**src/rtl/fft_out_pkg.sv**
```systemverilog
// fft_out_pkg: shared widths and the buffered FFT result entry type
// Optional feature macro FFT_OUT_MAG_EN adds a 48-bit magnitude field to fft_bin_t.
package fft_out_pkg;
  localparam int DW = 24;
  localparam int WW = 48;
  localparam int IW_MAX = 16;
  typedef struct packed {
    logic signed [DW-1:0] re;
    logic signed [DW-1:0] im;
    logic [IW_MAX-1:0] idx;
    logic first;
    logic last;
`ifdef FFT_OUT_MAG_EN
    logic [WW-1:0] mag;
`endif
  } fft_bin_t;
endpackage

```
**src/rtl/fft_out_fifo.sv**
```systemverilog
// fft_out_fifo: synchronous FIFO of fft_bin_t entries with simultaneous push/pop
// Ports: clk, reset (sync, active-high), i_push/i_data write, i_pop read,
//        o_data = head entry (valid when !o_empty), o_full, o_empty.
module fft_out_fifo
  import fft_out_pkg::*;
#(
  parameter int DEPTH = 16
) (
  input  logic     clk,
  input  logic     reset,
  input  logic     i_push,
  input  fft_bin_t i_data,
  input  logic     i_pop,
  output fft_bin_t o_data,
  output logic     o_full,
  output logic     o_empty
);
  localparam int AW = $clog2(DEPTH);
  fft_bin_t r_mem [DEPTH];
  logic [AW-1:0] r_wp, r_rp;
  logic [AW:0] r_cnt;
  always_ff @(posedge clk) begin
    if (reset) begin
      r_wp <= '0;
      r_rp <= '0;
      r_cnt <= '0;
    end else begin
      if (i_push) r_wp <= r_wp + 1'b1;
      if (i_pop) r_rp <= r_rp + 1'b1;
      r_cnt <= r_cnt + (AW+1)'(i_push) - (AW+1)'(i_pop);
    end
  end
  always_ff @(posedge clk) if (i_push) r_mem[r_wp] <= i_data;
  assign o_data = r_mem[r_rp];
  assign o_full = r_cnt == (AW+1)'(DEPTH);
  assign o_empty = r_cnt == '0;
endmodule

```
**src/rtl/fft_out_collector.sv**
```systemverilog
// fft_out_collector: tags FFT results with bin index/frame markers and buffers them for a valid/ready consumer
// Ports: clk, reset (sync, active-high); fft_push/fft_data from the FFT core (no backpressure);
//        out_valid/out_ready handshake carrying out_re, out_im, out_idx, out_first, out_last;
//        overflow is sticky once a result is dropped. Macro FFT_OUT_MAG_EN adds out_mag = re^2+im^2
//        through a two-stage pipeline ahead of the buffer.
module fft_out_collector
  import fft_out_pkg::*;
#(
  parameter int N_POINTS = 128,
  parameter int DEPTH = 16
) (
  input  logic                        clk,
  input  logic                        reset,
  input  logic                        fft_push,
  input  logic [WW-1:0]               fft_data,
  output logic                        out_valid,
  input  logic                        out_ready,
  output logic [DW-1:0]               out_re,
  output logic [DW-1:0]               out_im,
  output logic [$clog2(N_POINTS)-1:0] out_idx,
  output logic                        out_first,
  output logic                        out_last,
  output logic                        overflow
`ifdef FFT_OUT_MAG_EN
  ,
  output logic [WW-1:0]               out_mag
`endif
);
  localparam int IW = $clog2(N_POINTS);
  logic [IW-1:0] r_wr_idx;
  fft_bin_t w_in, w_bin, w_head, r_out;
  logic w_push, w_full, w_empty, w_take, w_fifo_push, w_fifo_pop, w_drop;
  logic r_valid, r_ovf;
  always_comb begin
    w_in = '0;
    w_in.re = fft_data[WW-1:DW];
    w_in.im = fft_data[DW-1:0];
    w_in.idx = IW_MAX'(r_wr_idx);
    w_in.first = r_wr_idx == '0;
    w_in.last = r_wr_idx == IW'(N_POINTS - 1);
  end
  // Counts every push, stored or dropped, so indices stay frame-aligned.
  always_ff @(posedge clk) begin
    if (reset) r_wr_idx <= '0;
    else if (fft_push) r_wr_idx <= r_wr_idx + 1'b1;
  end
`ifdef FFT_OUT_MAG_EN
  fft_bin_t r_s1, r_s2, w_s1m;
  logic r_s1_v, r_s2_v;
  logic [WW-1:0] r_re2, r_im2;
  logic signed [WW-1:0] w_re_x, w_im_x;
  assign w_re_x = {{DW{w_in.re[DW-1]}}, w_in.re};
  assign w_im_x = {{DW{w_in.im[DW-1]}}, w_in.im};
  always_comb begin
    w_s1m = r_s1;
    w_s1m.mag = r_re2 + r_im2;
  end
  always_ff @(posedge clk) begin
    if (reset) begin
      r_s1_v <= 1'b0;
      r_s2_v <= 1'b0;
    end else begin
      r_s1_v <= fft_push;
      r_s2_v <= r_s1_v;
    end
  end
  always_ff @(posedge clk) begin
    r_s1 <= w_in;
    r_re2 <= w_re_x * w_re_x;
    r_im2 <= w_im_x * w_im_x;
    r_s2 <= w_s1m;
  end
  assign w_push = r_s2_v;
  assign w_bin = r_s2;
  assign out_mag = r_out.mag;
`else
  assign w_push = fft_push;
  assign w_bin = w_in;
`endif
  // The output register frees up this edge when empty or being transferred;
  // it refills from the FIFO head, or straight from the write side when the FIFO is empty.
  assign w_take = !r_valid || out_ready;
  assign w_fifo_pop = w_take && !w_empty;
  assign w_fifo_push = w_push && !(w_take && w_empty) && (!w_full || w_fifo_pop);
  assign w_drop = w_push && w_full && !w_fifo_pop;
  fft_out_fifo #(.DEPTH(DEPTH)) u_fifo (
    .clk    (clk),
    .reset  (reset),
    .i_push (w_fifo_push),
    .i_data (w_bin),
    .i_pop  (w_fifo_pop),
    .o_data (w_head),
    .o_full (w_full),
    .o_empty(w_empty)
  );
  always_ff @(posedge clk) begin
    if (reset) begin
      r_valid <= 1'b0;
      r_out <= '0;
      r_ovf <= 1'b0;
    end else begin
      if (w_take) begin
        r_valid <= !w_empty || w_push;
        r_out <= !w_empty ? w_head : w_push ? w_bin : r_out;
      end
      if (w_drop) r_ovf <= 1'b1;
    end
  end
  assign out_valid = r_valid;
  assign out_re = r_out.re;
  assign out_im = r_out.im;
  assign out_idx = IW'(r_out.idx);
  assign out_first = r_out.first;
  assign out_last = r_out.last;
  assign overflow = r_ovf;
endmodule

```
**config.mk**
```make
export PLATFORM = sky130hd
export DESIGN_NAME = fft_out_collector
export DESIGN_NICKNAME = d
export VERILOG_FILES = /design/src/rtl/fft_out_pkg.sv /design/src/rtl/fft_out_fifo.sv /design/src/rtl/fft_out_collector.sv
export SDC_FILE = /design/constraint.sdc
export NUM_CORES = 1
export LEC_CHECK = 0
export BUFFER_PORTS_ARGS = -buffer_cell sky130_fd_sc_hd__buf_2
export CAP_MARGIN = 10
export CELL_PAD_IN_SITES_DETAIL_PLACEMENT = 1
export CELL_PAD_IN_SITES_GLOBAL_PLACEMENT = 2
export CORE_AREA = 5 5 275 277
export DETAILED_ROUTE_END_ITERATION = 12
export DIE_AREA = 0 0 280 282
export HOLD_SLACK_MARGIN = 0.15
export PLACE_DENSITY_LB_ADDON = 0.25
export SLEW_MARGIN = 20
export SYNTH_ARGS = -nofsm -noshare
export SYNTH_HDL_FRONTEND = slang
export SYNTH_SLANG_ARGS = --single-unit
```
**constraint.sdc**
```tcl
create_clock -name clk -period 18.1 [get_ports clk]
set_input_delay 1.81 -clock clk [delete_from_list [all_inputs] [get_ports clk]]
set_output_delay 1.81 -clock clk [all_outputs]
set_load 0.03 [all_outputs]
```
Word-level counts from Yosys, hierarchy flattened
Memory sizes are Yosys's and may differ from the RTL's. A register that Yosys moved wholly into a read port is not among the register bits.
Cells that the tools add are included.
{"block": "word_totals", "regBits": 79, "ramBits": 912, "in_bits": 52, "output_inout_bits": 59, "wordCells": 43, "mem_count": 1}
{"block": "op_classes", "add_sub_neg": 5, "eq_ne": 3, "mux": 6, "n_reduce_logical": 17}
{"memory": "u_fifo.r_mem", "depth": 16, "word_bits": 57, "rd": 1, "rd_clocked_by_memory_dff": 1, "write_ports": 1, "line_no": "fft_out_fifo.sv:19", "source": "fft_bin_t r_mem [DEPTH];"}
{"operator": "66-bit 2-to-1 mux", "count": 2}
{"operator": "4-bit by 1-bit adder with 4-bit output (second input constant)", "count": 2}
{"operator": "4-bit 2-to-1 mux", "count": 2}
{"operator": "7-bit by 1-bit adder with 7-bit output (second input constant)", "count": 1}
{"operator": "7-bit equality test (second input constant)", "count": 1}
{"operator": "7-bit logical NOT", "count": 1}
{"operator": "1-bit logical AND", "count": 6}
{"operator": "5-bit by 1-bit adder with 5-bit output", "count": 1}
{"operator": "5-bit equality test (second input constant)", "count": 1}
{"operator": "1-bit logical NOT", "count": 5}
{"operator": "5-bit logical NOT", "count": 1}
{"operator": "5-bit by 1-bit subtractor with 5-bit output", "count": 1}
{"operator": "1-bit logical OR", "count": 3}
{"operator": "1-bit 2-to-1 mux", "count": 2}
{"operator": "2-bit inequality test (second input constant)", "count": 1}
{"operator": "2-bit AND reduction", "count": 1}

Longest topological paths before layout
Gate-level depths: netlist (run 1).
{"block": "logic_depth", "word_depth": 8, "mapped_depth": 15, "mapped_depth_nobuf": 15}

Cells and area by module
From an unflattened synthesis (run 1), not the netlist that was laid out.
{"block": "unflattened", "hier_cells": 2028, "area_unflattened_um2": 43362.8}
{"module": "fft_out_fifo", "instances": 1, "cells_each": 1708, "area_each_um2": 40272.4, "seq_area_each_um2": 32050.7}
{"module": "fft_out_collector", "instances": 1, "cells_each": 320, "area_each_um2": 3090.5, "seq_area_each_um2": 1321.3}

Worst setup path after synthesis (run 1)
Ideal clock, no wire load.
{"block": "synth_path", "kind": "input to register", "from": "input port out_ready", "to": "memory u_fifo.r_mem[0][0] in the netlist's numbering (enable)", "setup_time_ns": 0.542, "arrival_ns": 6.543, "required_ns": 17.558, "path_slack_ns": 11.015, "stages": 6, "path_buffers": 1, "cell_sequence": "nor2b_1 -> clkbuf_1 -> xnor2_1 -> a21oi_2 -> nand2_1 -> nor3_1"}
{"block": "synth_between", "elab_chain_cells": 7, "word_cells_on_any_way": 9, "classes_between": "mux: 2; reduce/logical: 7"}
{"element": "start, declared", "line_no": "fft_out_collector.sv:17", "source": "input logic out_ready,"}
{"element": "1-bit logical OR *", "line_no": "fft_out_collector.sv:82", "source": "assign w_take = !r_valid || out_ready;"}
{"element": "1-bit logical AND", "line_no": "fft_out_collector.sv:84", "source": "assign w_fifo_push = w_push && !(w_take && w_empty) && (!w_full || w_fifo_pop);"}
{"element": "1-bit logical NOT", "line_no": "fft_out_collector.sv:84"}
{"element": "1-bit logical AND", "line_no": "fft_out_collector.sv:84"}
{"element": "1-bit logical AND *", "line_no": "fft_out_collector.sv:84"}
{"element": "1-bit 2-to-1 mux *", "line_no": "fft_out_fifo.sv:33", "source": "always_ff @(posedge clk) if (i_push) r_mem[r_wp] <= i_data;"}
{"element": "1-bit 2-to-1 mux (not written as such) *", "line_no": "fft_out_fifo.sv:33"}
{"element": "end, declared", "line_no": "fft_out_fifo.sv:19"}
Every way passes the cells marked *; elsewhere a longest branch is shown, timed or not.

Final worst setup path (run 1)
{"block": "layout_path", "from": "input port out_ready", "to": "memory u_fifo.r_mem[9][15] in the netlist's numbering (enable)"}
Same word-level chain as after synthesis.

==> results of run 1 <==
synthesized netlist by cell type (14+ instances only):
cell / count / area [um^2]
a22oi_1: 55 / 412.9
mux2i_1: 173 / 1732
edfxtp_1: 912 / 27390
dfxtp_1: 83 / 1662
nor3_1: 37 / 185.2
inv_1: 14 / 52.55
buf_6: 16 / 180.2
nor3_2: 24 / 240.2
buf_2: 40 / 200.2
mux4_2: 171 / 3851
o22ai_1: 57 / 356.6
o211a_1: 55 / 550.5
nor2_1: 34 / 127.6
clkbuf_1: 46 / 172.7
o211ai_1: 56 / 420.4
final cells by class:
type | instances | area share
multi-input cells | 744 | 0.2017
repair buffers | 149 | 0.02026
clock inverters | 54 | 0.01028
flip-flops and latches | 995 | 0.6762
inverters | 14 | 0.001223
clock buffers | 132 | 0.06242
well taps | 959 | 0.02792
worst min-delay path: cells and delay by family, from the launching register on:
kind	cells	cell delay [ns]
AOI/OAI and AO/OA	1	0.05
and+or+nand+nor	1	0.07
DFF	1	0.33
how the worst max path moves through the flow:
stage                     startpoint                  end
after floorplan            out_ready   u_fifo.r_mem[0][0]
final                      out_ready  u_fifo.r_mem[9][15]
after detailed placement   out_ready  u_fifo.r_mem[9][19]
after global routing       out_ready  u_fifo.r_mem[9][15]
after global placement     out_ready  u_fifo.r_mem[9][18]
after CTS                  out_ready  u_fifo.r_mem[9][15]
flip-flops by register name, indices dropped and copies added, names as in the netlist, named ones only:
signal	count
r_wr_idx	7
out_im	24
out_valid	1
out_idx	7
overflow	1
u_fifo.r_mem	912
u_fifo.r_cnt	5
out_first	1
out_last	1
out_re	24
u_fifo.r_wp	4
u_fifo.r_rp	4
power by group through the flow:
stage | logic (mW) | registers [mW] | clock network (mW)
after floorplan | 0.791 | 2.89 | 0
final | 1.21 | 2.77 | 1.98
after global placement | 1.19 | 2.81 | 0
after detailed placement | 1.23 | 2.83 | 0
after CTS | 1.23 | 2.78 | 2.02
after global routing | 1.30 | 2.79 | 2.14
metrics by stage:
stage	cells	hold WS [ns]
2_1_floorplan	1875	0.4847
3_3_place_gp	2861	0.4596
3_5_place_dp	2861	0.4629
4_1_cts	3047	0.4805
5_1_grt	3047	0.5113
6_report	3047	0.4742
cells by family (layout without fill, tap and decap cells):
group,Yosys count,in the layout,synth area share
AOI/OAI and AO/OA,244,244,0.04881
xor gates and xnor gates,14,14,0.003198
adders and majority gates,14,14,0.004764
buffers and inverters,136,349,0.02023
DFF,995,995,0.7575
muxes,345,345,0.1459
and+or+nand+nor,127,127,0.01961
layer usage:
metal	global-route usage	share of wire
met1	0.3110	0.41
met2	0.3994	0.52
met3	0.02939	0.046
met4	0.05413	0.019
met5	0	0
==> results.cfg, run 1 <==
[clock_network]
cts_tree = built
cts_setup_buffers = 0
cts-root-buf = clkbuf_16
worstSkewPairLatency_ns = 0.65
clkSinkCount = 995
cts_hold_buf = 0
cts_resized = 0
htree_levels = 3
clk_path_buf_depth = 3
cts_buffers = 100
clk_pin_slew_ns = 0.06

[floorplanning]
die_height_um = 282
core_mm2 = 0.07259
fp.dieW_um = 280
design.die.area_mm2 = 0.07896
initial_utilization = 0.5283
fp-row-count = 99
io-pin-count = 111

[finish]
areaGrowthSynthToFinish_pct = 12.08
antennaDiodeCount = 0
final_nets = 2070
mostFrequentLayoutCells = edfxtp_1, mux2i_1, mux4_2, buf_2, clkbuf_16
final_common_cell = edfxtp_1
fin_area_mm2 = 0.04298
multi_input_area_mm2 = 0.008667
final_core_util = 0.5921
regArea_mm2 = 0.02906
num-fill-cells = 6199
drive_above_1_share = 0.2486

[yosys]
ys_seq_area_frac = 0.7575
ys_types = 46
synth_seq_cells = 995
synth_edf_count = 912
syn_inst = 1875
yosys_warnings = 0
syn_nets = 1941
syn_area_per_cell_um2 = 20.45
syn_area_mm2 = 0.03835
synth_top_flop_cell = edfxtp_1
synthArstFlopShare = 0

[run]
maxCapViolations = 0

[setup_path]
reg2reg_depth = 7
cp_num_cells = 7
worst-setup-path-type = input port to flop
path_cells = buf_2, nor2b_1, xnor2_1, a21oi_2, nand2_1, nor2_4, buf_4
crit_slowest_cell = nor2_4
r2r_end = out_last
max_stage_delay_ns = 0.88
path_buf_inv = 2
critPathRequiredTime_ns = 18.37
worstPathMaxFanout = 31
reg2reg_slack_ns = 14.01
cp_data_arrival_time_ns = 4.86
cpLargestDelayFamily = simple AND/OR/NAND/NOR gates
start_kind = input port
endpoint_kind = flop

[routing]
viasPerCell = 6.208
first_iter_violations = 1543
drc_errors = 0
firstDrtPassIters = 5
detail-route-antenna-nets = 0
num_vias = 18920
routed_wl_mm = 89.44
wl_per_cell_um = 29.35

[grt]
grt_antenna_before_repair = 0
grt_start_max_net_pins = 95
gr-total-overflow = 0
grt_use_total = 0.2283
grt_pass1_vias = 20510
grt_pass1_wl_mm = 134.8

[sta]
min_period_over_period = 0.2535
drv_slew = 0
fin_crit_ns = 4.589
setup_viol = 0
layout_setup_ws_ns = 13.51
fin_setup_tns_ns = 0
grt_setup_unrepaired = no
skew_ns = 0.02188
hold_viol_final = 0
relSlewSlack = 0.2112
tightest_slew_ns = 1.183
fmax_mhz = 217.9

[worst_hold_path]
holdPathStages = 2
hp-start = overflow
min_to = overflow
hold_path.class = flop to flop

[power]
internal_power_mw = 4.274
total_power_mw = 5.967
p_switching_mw = 1.693
switching_share = 0.2837
combPwrFrac = 0.203
p_leak_nw = 13.81
pwr_density_cell_mw_per_mm2 = 138.8
power_frac_seq = 0.465
clockPowerShare = 0.332
vdd_drop_max_v = 0.00009174

[placement]
place_area_mm2 = 0.03985
gp_congestion = 0.7353
port_buffers = 110
pre_cts_slack_ns = 12.80
hpwlAfterDp_mm = 46.11

[run_status]
status = finished clean
Note: power is estimated with default switching activity, not from simulation.
==> run 2: changes to the inputs <==
--- a/config.mk
+++ b/config.mk
@@ -9,9 +9,9 @@
 export CAP_MARGIN = 10
 export CELL_PAD_IN_SITES_DETAIL_PLACEMENT = 1
 export CELL_PAD_IN_SITES_GLOBAL_PLACEMENT = 2
-export CORE_AREA = 5 5 275 277
+export CORE_AREA = 5 5 302 304
 export DETAILED_ROUTE_END_ITERATION = 12
-export DIE_AREA = 0 0 280 282
+export DIE_AREA = 0 0 307 309
 export HOLD_SLACK_MARGIN = 0.15
 export PLACE_DENSITY_LB_ADDON = 0.25
 export SLEW_MARGIN = 20
==> constraint.sdc (replaced) <==
create_clock -name clk -period 3.89 [get_ports clk]
set_input_delay 0.389 -clock clk [delete_from_list [all_inputs] [get_ports clk]]
set_output_delay 0.389 -clock clk [all_outputs]
set_load 0.03 [all_outputs]
==> results.cfg, run 2 (synthesis results as in run 1) <==
[run_status]
status = finished clean

[sta]
fmax_mhz = 344.7
fin_crit_ns = 2.901
grt_setup_unrepaired = no
tightest_slew_ns = 0.8896
layout_setup_ws_ns = 0.9892
relSlewSlack = 0.4069
skew_ns = 0.03494
hold_viol_final = 0
drv_slew = 0
setup_viol = 0
fin_hold_ws_ns = 0.2890
fin_setup_tns_ns = 0
min_period_over_period = 0.7457

[routing]
routed_wl_mm = 96.50
detail-route-antenna-nets = 0
firstDrtPassIters = 5
first_iter_violations = 1551
drc_errors = 0
num_vias = 19390
wl_per_cell_um = 28.97
viasPerCell = 5.821

[grt]
gr-total-overflow = 0
grt_use_total = 0.2039
grt_start_max_net_pins = 100
grt_pass1_vias = 20890
grt_antenna_before_repair = 0
grt_pass1_wl_mm = 143.8

[setup_path]
worstPathMaxFanout = 6
worst-setup-path-type = flop to flop
start_kind = flop
path_cells = nor2b_1, buf_4, xnor2_1, a21oi_2, inv_1, ha_1, inv_1, ha_1, inv_1, fa_1, inv_1, a21oi_1, nor2_1, or3_1, a21oi_1
critPathRequiredTime_ns = 4.48
crit_path_frequent_cell = inv_1
max_stage_delay_ns = 0.34
crit_slowest_cell = a21oi_2
endpoint_kind = flop
cp_data_arrival_time_ns = 3.49

[placement]
dp.cells = 3091
hpwlAfterDp_mm = 51.49
port_buffers = 110
gp_congestion = 0.7115
place_area_mm2 = 0.04058
pre_cts_slack_ns = 0.8377

[finish]
fin_area_mm2 = 0.04446
num-fill-cells = 7869
drive_above_1_share = 0.2516
fin_cells = 3331
final_core_util = 0.5054
largest_register = u_fifo.r_mem
antennaDiodeCount = 0
largest_reg_flops = 912
final_nets = 2144
final_common_cell = edfxtp_1
areaGrowthSynthToFinish_pct = 15.94
mostFrequentLayoutCells = edfxtp_1, mux2i_1, mux4_2, buf_2, clkbuf_16

[clock_network]
cts-root-buf = clkbuf_16
clk_pin_slew_ns = 0.06
clkSinkCount = 995
cts_tree = built
clk_path_buf_depth = 3
worstSkewPairLatency_ns = 0.69
cts_resized = 0
htree_levels = 3
cts_buffers = 101

[floorplanning]
fp.dieW_um = 307
die_height_um = 309
design.die.area_mm2 = 0.09486
io-pin-count = 111
core_mm2 = 0.08797
fp-row-count = 109
initial_utilization = 0.4359

[power]
p_leak_nw = 14.31
total_power_mw = 28.67
vdd_drop_max_v = 0.0004195
pwr_density_cell_mw_per_mm2 = 644.8

[worst_hold_path]
hold_path.class = input port to flop

[run]
maxCapViolations = 0
==> run 2: area by class of cell <==
| class | instances | area, um^2 | share of cell area |
|---|---|---|---|
| multi-input combinational | 744 | 8691 | 0.1955 |
| clock inverter | 53 | 623.1 | 0.01402 |
| clock buffer | 138 | 2768 | 0.06225 |
| tap | 1165 | 1458 | 0.03279 |
| sequential | 995 | 29060 | 0.6537 |
| inverter | 14 | 52.55 | 0.001182 |
| timing repair buffer | 222 | 1804 | 0.04058 |
==> run 2: final timing paths <==
| check | from | end | slack [ns] | depth (start not counted) |
|---|---|---|---|---|
| setup / recovery | out_valid | u_fifo.r_cnt[4] | 0.99 | 15 |
| hold / removal | reset | u_fifo.r_cnt[3] | 0.29 | 2 |
| setup reg to reg | out_valid | u_fifo.r_cnt[4] | 0.99 | 15 |
| hold reg to reg | u_fifo.r_rp[3] | u_fifo.r_rp[3] | 0.54 | 2 |
==> run 2: report_power, final <==
| group | leakage (nW) | switching (mW) | internal (mW) |
|---|---|---|---|
| sequential | 9.04 | 0.428 | 12.4 |
| combinational | 3.60 | 3.62 | 2.36 |
| clock | 1.66 | 4.06 | 5.80 |
==> run 2: critical path: cells and delay by family, from the launching register on <==
family | cells | cell delay (ns)
AOI/OAI and AO/OA | 3 | 0.62
xor gates and xnor gates | 1 | 0.13
adders and majority gates | 3 | 0.67
buffers and inverters | 5 | 0.47
DFF | 1 | 0.32
and+or+nand+nor | 3 | 0.61
==> run 2: timing repair <==
item,in CTS,in global routing
endpoints found under the hold margin,791,0
setup buffers,0,0
hold buffers,49,0
==> run 2: per-layer routing <==
metal	part of all wire	track usage	vias up
met4	0.018	0.04930	0
met2	0.49	0.3346	495
met3	0.048	0.03074	113
met1	0.45	0.2925	10550
li1	-	-	8229
met5	0	0	-
